**config.mk**
```make
export PLATFORM = sky130hd
export DESIGN_NAME = stopwatch_ctrl
export DESIGN_NICKNAME = d
export VERILOG_FILES = /design/src/rtl/stopwatch_ctrl.sv
export SDC_FILE = /design/constraint.sdc
export NUM_CORES = 1
export LEC_CHECK = 0
export CAP_MARGIN = 20
export CORE_ASPECT_RATIO = 1.1
export CORE_MARGIN = 10
export CORE_UTILIZATION = 54
export DETAILED_ROUTE_END_ITERATION = 16
export PLACE_DENSITY = 0.79
export SLEW_MARGIN = 10
export SYNTH_ARGS = -nofsm -noshare
export SYNTH_HDL_FRONTEND = slang
export SYNTH_SLANG_ARGS = --single-unit
export TNS_END_PERCENT = 5
```
**constraint.sdc**
```tcl
create_clock -name clk -period 2.7 [get_ports clk]
set_input_delay 0.54 -clock clk [delete_from_list [all_inputs] [get_ports clk]]
set_output_delay 0.54 -clock clk [all_outputs]
set_load 0.1 [all_outputs]
```
**src/rtl/stopwatch_ctrl.sv**
```systemverilog
// stopwatch_ctrl: conditions the front-panel buttons, prescales clk into a
// one-second tick and sequences the external BCD seconds counter one step per
// tick via a two-cycle start_stop pulse.
// Optional lap freeze of the display: define STOPWATCH_LAP_EN to build it in.
module stopwatch_ctrl #(
  parameter int TICK_DIV  = 50_000_000,
  parameter int DB_CYCLES = 1_000_000
) (
  input  logic       clk,
  input  logic       rst_n,
  input  logic       btn_start,
  input  logic       btn_clear,
  input  logic       btn_lap,
  input  logic [3:0] cnt_h,
  input  logic [3:0] cnt_l,
  output logic       clear,
  output logic       start_stop,
  output logic       running,
  output logic [3:0] disp_h,
  output logic [3:0] disp_l,
  output logic       lap_hold
);

  localparam int PW = (TICK_DIV > 1) ? $clog2(TICK_DIV) : 1;
  localparam int DW = $clog2(DB_CYCLES + 1);
  localparam logic [PW-1:0] PRESC_LAST = PW'(TICK_DIV - 1);
  localparam logic [DW-1:0] DB_LAST    = DW'(DB_CYCLES - 1);

  // Button 0 = start, 1 = clear, 2 = lap (lap only exists when the feature is built)
`ifdef STOPWATCH_LAP_EN
  localparam int NBTN = 3;
`else
  localparam int NBTN = 2;
`endif

  logic [NBTN-1:0] btn_raw;
  logic [NBTN-1:0] press;

`ifdef STOPWATCH_LAP_EN
  assign btn_raw = {btn_lap, btn_clear, btn_start};
`else
  assign btn_raw = {btn_clear, btn_start};
`endif

  genvar gi;
  generate
    for (gi = 0; gi < NBTN; gi++) begin : g_btn
      logic          sync1_q, sync2_q, level_q, press_q;
      logic [DW-1:0] db_cnt_q;

      // Synchronize, require DB_CYCLES identical samples, pulse on an accepted 0->1
      always_ff @(posedge clk or negedge rst_n) begin
        if (!rst_n) begin
          sync1_q  <= 1'b0;
          sync2_q  <= 1'b0;
          level_q  <= 1'b0;
          press_q  <= 1'b0;
          db_cnt_q <= '0;
        end else begin
          sync1_q <= btn_raw[gi];
          sync2_q <= sync1_q;
          press_q <= 1'b0;
          if (sync2_q == level_q) begin
            db_cnt_q <= '0;
          end else if (db_cnt_q == DB_LAST) begin
            level_q  <= sync2_q;
            db_cnt_q <= '0;
            press_q  <= sync2_q;
          end else begin
            db_cnt_q <= db_cnt_q + DW'(1);
          end
        end
      end

      assign press[gi] = press_q;
    end
  endgenerate

  // Same-cycle presses: clear beats start beats lap; losers are dropped
  logic clr_ev, start_ev;
  assign clr_ev   = press[1];
  assign start_ev = press[0] & ~press[1];

  typedef enum logic [2:0] {S_IDLE, S_RUN, S_STEP1, S_STEP2, S_PAUSE} state_t;

  state_t        state_q, state_d;
  logic [PW-1:0] presc_q, presc_d;
  logic          pend_q, pend_d;
  logic          clear_q;
  logic          counting, tick;

  assign counting = (state_q == S_RUN) || (state_q == S_STEP1) || (state_q == S_STEP2);
  assign tick     = counting && (presc_q == PRESC_LAST);

  // Next state, prescaler and pending-start; a start arriving inside a step (or
  // on a tick) is parked so the step always completes before pausing
  always_comb begin
    state_d = state_q;
    presc_d = presc_q;
    pend_d  = pend_q;
    if (counting) presc_d = tick ? '0 : presc_q + PW'(1);
    case (state_q)
      S_IDLE: begin
        presc_d = '0;
        if (start_ev) state_d = S_RUN;
      end
      S_RUN: begin
        if (tick) begin
          state_d = S_STEP1;
          if (start_ev) pend_d = 1'b1;
        end else if (start_ev || pend_q) begin
          state_d = S_PAUSE;
          pend_d  = 1'b0;
        end
      end
      S_STEP1: begin
        state_d = S_STEP2;
        if (start_ev) pend_d = 1'b1;
      end
      S_STEP2: begin
        state_d = S_RUN;
        if (start_ev) pend_d = 1'b1;
      end
      S_PAUSE: begin
        if (start_ev) state_d = S_RUN;
      end
      default: state_d = S_IDLE;
    endcase
    if (clr_ev) begin
      state_d = S_IDLE;
      presc_d = '0;
      pend_d  = 1'b0;
    end
  end

  // Sequencer state registers; clear output is the press event delayed one cycle
  always_ff @(posedge clk or negedge rst_n) begin
    if (!rst_n) begin
      state_q <= S_IDLE;
      presc_q <= '0;
      pend_q  <= 1'b0;
      clear_q <= 1'b0;
    end else begin
      state_q <= state_d;
      presc_q <= presc_d;
      pend_q  <= pend_d;
      clear_q <= clr_ev;
    end
  end

  assign clear      = clear_q;
  assign start_stop = (state_q == S_STEP1) || (state_q == S_STEP2);
  assign running    = counting;

`ifdef STOPWATCH_LAP_EN
  logic       lap_ev;
  logic       lap_q, lap_d;
  logic [3:0] held_h_q, held_h_d, held_l_q, held_l_d;

  assign lap_ev = press[2] & ~press[1] & ~press[0];

  // First lap press freezes the live count, the next one returns to live display
  always_comb begin
    lap_d    = lap_q;
    held_h_d = held_h_q;
    held_l_d = held_l_q;
    if (clr_ev) begin
      lap_d = 1'b0;
    end else if (lap_ev && (state_q != S_IDLE)) begin
      lap_d = ~lap_q;
      if (!lap_q) begin
        held_h_d = cnt_h;
        held_l_d = cnt_l;
      end
    end
  end

  // Lap registers
  always_ff @(posedge clk or negedge rst_n) begin
    if (!rst_n) begin
      lap_q    <= 1'b0;
      held_h_q <= 4'd0;
      held_l_q <= 4'd0;
    end else begin
      lap_q    <= lap_d;
      held_h_q <= held_h_d;
      held_l_q <= held_l_d;
    end
  end

  assign lap_hold = lap_q;
  assign disp_h   = lap_q ? held_h_q : cnt_h;
  assign disp_l   = lap_q ? held_l_q : cnt_l;
`else
  logic unused_lap;
  assign unused_lap = btn_lap;
  assign lap_hold   = 1'b0;
  assign disp_h     = cnt_h;
  assign disp_l     = cnt_l;
`endif

endmodule

```
Word level (Yosys, flattened, before mapping)
Index checks and enable logic that the tools add are counted.
Storage, ports and cells
  bits in registers: 79
  input port bits: 13
  output and inout bits: 12
  word-level logic and storage cells: 68
Operators by class
  add/subtract/negate cells: 3
  eq/ne operators: 11
  multiplexer cells: 22
  bitwise logic cells: 4
  reductions and logical operators: 14
Operators with widths (count)
  two-way mux 26 bit: 4
  two-way mux 20 bit: 4
  adder 20 x 1 -> 20 bit, second input constant: 2
  equality test 20 bit, second input constant: 2
  adder 26 x 1 -> 26 bit, second input constant: 1
  equality test 26 bit, second input constant: 1
  two-way mux 3 bit: 4
  case mux 3 bit (4 select lines): 1
  two-way mux 1 bit: 8
  AND reduction 2 bit: 4
  equality test 3 x 2 -> 1 bit, second input constant: 2
  nonzero test 3 bit: 2
  logical OR 1 bit: 4
  != test 4 x 3 -> 1 bit, second input constant: 1
  OR reduction 2 bit: 2
  equality test 3 x 1 -> 1 bit, second input constant: 1
  equality test 3 bit, second input constant: 1
  logical NOT 3 bit: 1
  != test 3 x 1 -> 1 bit, second input constant: 1
  inverter 1 bit: 3
  equality test 1 bit: 2
  case mux 1 bit (2 select lines): 1
  bitwise AND 1 bit: 1
  logical AND 1 bit: 1

Logic depth before layout (Yosys ltp)
  depth in word-level cells: 8
  gate-level depth with buffers: 8
  mapped depth without buffers: 6

Worst setup path after synthesis
Ideal clock, no wire load.
  path type: register -> output
  from: reg state_q[2]
  to: out running
  arrival time: 2.045 ns
  required time: 2.160 ns
  setup slack: 0.115 ns
  stages on the path, launching flop included: 4
  cell sequence: dfrtp_1 -> clkbuf_1 -> clkbuf_1 -> nor2_1
On the way
  longest elaborated chain between the ends: 3
RTL lines
  start: declaration: RTL line 86  | state_t state_q, state_d;
  start signal: assignment: RTL line 144  | state_q <= state_d;
  equality test 3 x 1 -> 1 bit or equality test 3 x 2 -> 1 bit (tied branches): RTL line 92  | assign counting = (state_q == S_RUN) || (state_q == S_STEP1) || (state_q == S_STEP2);
  logical OR 1 bit: RTL line 92
  logical OR 1 bit *: RTL line 92
  end: declaration: RTL line 18  | output logic running,
Every way passes the cells marked *; elsewhere a longest branch is shown, timed or not.

Worst setup path in the final report
  from: reg presc_q[0]
  to: reg presc_q[18]
On the way
  longest elaborated chain between the ends: 6
RTL lines
  start: declaration: RTL line 87  | logic [PW-1:0] presc_q, presc_d;
  start signal: assignment: RTL line 145  | presc_q <= presc_d;
  parallel branches: the longest is 2 deep, another holds adder 26 x 1 -> 26 bit
  two-way mux 26 bit * (2 in series): RTL line 101  | if (counting) presc_d = tick ? '0 : presc_q + PW'(1);
  two-way mux 26 bit *: RTL line 102  | case (state_q)
  two-way mux 26 bit *: RTL line 129  | if (clr_ev) begin
Mark *: on every way between the ends. The select of a mux whose other input is x is not followed.
A chain may end at the register's enable or synchronous reset.

==> run metrics <==
power density cells=slightly above 500 nW/um^2; post-route ant nets=0; Die ar.=11430 sq um; nets=~450; DP Wirelength=around 5300 um; Place WS=0.2896 ns; CTS clock-pin slew for the worst setup and hold paths=about 0.08 ns; fin area=roughly 4400 sq um; Area Overhead vs Synth=7.301%; Async SR Flop Fraction=100.0%; DRC violations left=0; Synth cell types=50; switch share=21.86%; Worst setup EP type=flop; number of diodes=0; DR vias=~3100; sequential-to-total area share from yosys stat=48.47%; maximum clock path buffer count=2; Comb pwr share=2.7%; num rows=33; Post-Route WL=approximately 7700 um; synthesized area=roughly 4100 sq um; Worst Path Arrival=2.66 ns; run status=completed; LEAKAGE=0.001846 uW; per-cell routed wire length=about 15 um; initial antenna violation count=0; Die W=about 100 um; top_reg_cell synth=dfrtp_1; Net Count, Synth=between 400 and 500; count of input and output buffers=6; CTS tree=done; worst slew pin tran=about 0.73 ns; Setup TNS Final=0 ns; clk_skew=around 0.0096 ns; part of the cycle the worst path needs=slightly below 90%; number of synthesized flops with an enable pin=0; NetSw=slightly below 500 uW; CP Data Required Time=2.94 ns; min cycle time layout=2.416 ns; Clk network pwr share=between 40% and 50%; CTS Hold Buffers Added=0; Final Slew Violations=0; chip height=111.2 um; initial core utilization=roughly 55%; core area=~7400 sq um; post-layout worst setup margin=0.2843 ns; Crit Path Max Fanout=17; Max Freq=between 0.4 and 0.5 GHz; num ports=25; pin count of the biggest net entering global routing=44; Clock Latency Late Sink=approximately 0.35 ns; root buffer cell=clkbuf_8; H-tree Lvls=3; GR Overflow Total=0; Yosys warning count=0; crit path launch type=flop; Hold Path Class=input pin to async pin; CTS sink count=just under 80; cts bufs inserted=9; Via density=approximately 5.9; global placement routability congestion=0.8700; final hold viol count=0; initial drt markers=170; Cells after Synth=around 430; total setup buffers inserted after CTS=0; total track usage=approximately 14%; Yosys reg bits=79; first-pass GRT wire length=approximately 13000 um; placed cell areas=roughly 4200 sq um; Initial DRT Pass Iterations=7; Worst slew margin=51.20%; Setup CP Type=flop to flop; setup violators final=0; RSZ-0062 raised after global routing=false; PostCTS Resize Cnt=0; vias in the first global route=just under 3000; Max VDD drop=approximately 360 uV; fraction of layout cells with a size suffix above 1=between 8 and 9%; Sequential Power Share=53.5%; P_int=between 1500 and 2000 uW; Max Cap Viol=0; Mean Syn Cell Area=around 9.5 sq um
[layout by cell type, fill, tap and decap left out, drive strengths merged, types with 2 or more instances in the layout]
cell and count:
and3 14, clkinv 2, mux2 3, xnor2 22, mux2i 9, inv 10
o21ai 4, xor2 20, o211ai 2, nor2 80, a2bb2oi 8, or4b 2
clkdlybuf4s50 2, and4 5, or2 3, nand4 20, bufinv 2, a31oi 6
nor3 11, nor4 9, or4 3, nand2 25, nand2b 4, dfrtp 79
a21oi 13, buf 11, nand3 30, nor3b 4, ha 3, and2 2
clkbuf 11
[sequential cells by signal, indices dropped and copies added (netlist names)]
signal / flops
g_btn.db_cnt_q: 40
presc_q: 26
state_q: 3
g_btn.level_q: 2
g_btn.sync1_q: 2
g_btn.sync2_q: 2
clear: 1
clr_ev: 1
g_btn.press_q: 1
pend_q: 1
[worst max-delay path: stages (launching register included)]
cell and delay (ns):
dfrtp_1 0.41, ha_1 0.28, nand3_4 0.15, or4_4 0.56
o21a_1 0.40, and3_1 0.27, a221o_1 0.25
[layout make-up]
type | count | area, sq um
Fill cell | 616 | 3014
Sequential cell | 79 | 1977
Multi-Input combinational cell | 316 | 1916
Clock buffer | 11 | 141.4
Timing Repair Buffer | 13 | 115.1
Tap cell | 87 | 108.9
Clock inverter | 5 | 81.33
Inverter | 10 | 37.54
[per-layer routing]
layer | GRT usage (%) | up-vias | share of wire, %
met5 | 0 | - | 0
met4 | 6.592 | 0 | 1.9
met3 | 3.616 | 13 | 4.6
met2 | 21.00 | 63 | 47
met1 | 19.15 | 1485 | 47
li1 | - | 1492 | -
[path summary, 6_finish.rpt]
check | depth (start not counted) | slack (ns) | startpoint | end
min in group clk | 0 | 0.36 | g_btn[0].sync1_q$_DFF_PN0_ | g_btn[0].sync2_q$_DFF_PN0_
worst max-delay path | 6 | 0.28 | presc_q[0]$_DFFE_PN0P_ | presc_q[18]$_DFFE_PN0P_
worst min register to register | 0 | 0.36 | g_btn[0].sync1_q$_DFF_PN0_ | g_btn[0].sync2_q$_DFF_PN0_
worst max register to register | 6 | 0.28 | presc_q[0]$_DFFE_PN0P_ | presc_q[18]$_DFFE_PN0P_
max in group asynchronous | 2 | 1.97 | rst_n | g_btn[0].db_cnt_q[2]$_DFF_PN0_
worst min-delay path | 1 | 0.15 | rst_n | g_btn[1].db_cnt_q[7]$_DFF_PN0_
[logic make-up (layout without fill, tap and decap cells)]
kind of cell / Yosys count / in the layout / synth area share (%)
adder cells (fa/ha/maj): 3 / 3 / 0.9203
AO/OA/AOI/OAI: 42 / 42 / 6.964
buffers and inverters: 34 / 39 / 4.570
XOR/XNOR: 42 / 42 / 9.018
flip-flops: 79 / 79 / 48.47
AND/OR/NAND/NOR: 216 / 216 / 26.93
multiplexers: 12 / 12 / 3.037
other: 1 / 1 / 0.09194
[synthesized netlist by cell type (2+ instances only)]
cell type,count,area share (%)
buf_6,2,0.55
xnor2_1,22,4.7
and4_1,5,1.1
o211ai_1,2,0.37
buf_4,10,1.8
inv_1,10,0.92
dfrtp_1,79,48
nor2_1,80,7.4
a2bb2oi_1,8,1.7
a31oi_1,6,0.92
nor3b_1,3,0.55
or4_1,2,0.37
o21ai_0,4,0.49
and3_1,14,2.1
nand2b_1,4,0.61
or2_2,3,0.46
ha_1,3,0.92
buf_2,5,0.61
mux2_2,3,0.83
xor2_1,20,4.3
and2_1,2,0.31
clkbuf_1,6,0.55
a21oi_1,13,1.6
mux2i_1,9,2.2
nor3_1,11,1.3
nand2_1,25,2.3
nand4_1,20,3.1
nand3_1,28,3.4
nor4_1,9,1.4
[metrics by stage]
stage	power, uW	utilization (%)	cells	hold WS [ns]
finish	2246	59.22	521	0.1460
global route	2324	59.22	521	0.1752
CTS	2266	59.22	521	0.1604
detailed placement	1290	56.20	505	0.3536
global placement	1287	56.20	505	0.3326
floorplan	1310	-	429	0.2444
[power groups by stage]
stage | Clock (uW) | Combinational (uW) | Sequential (uW)
2_1_floorplan | 0 | 86.5 | 1220
3_3_place_gp | 0 | 62.6 | 1220
3_5_place_dp | 0 | 63.8 | 1230
4_1_cts | 999 | 64.3 | 1200
5_1_grt | 1050 | 72.0 | 1200
6_report | 983 | 61.2 | 1200
(Power assumes the default switching activity.)
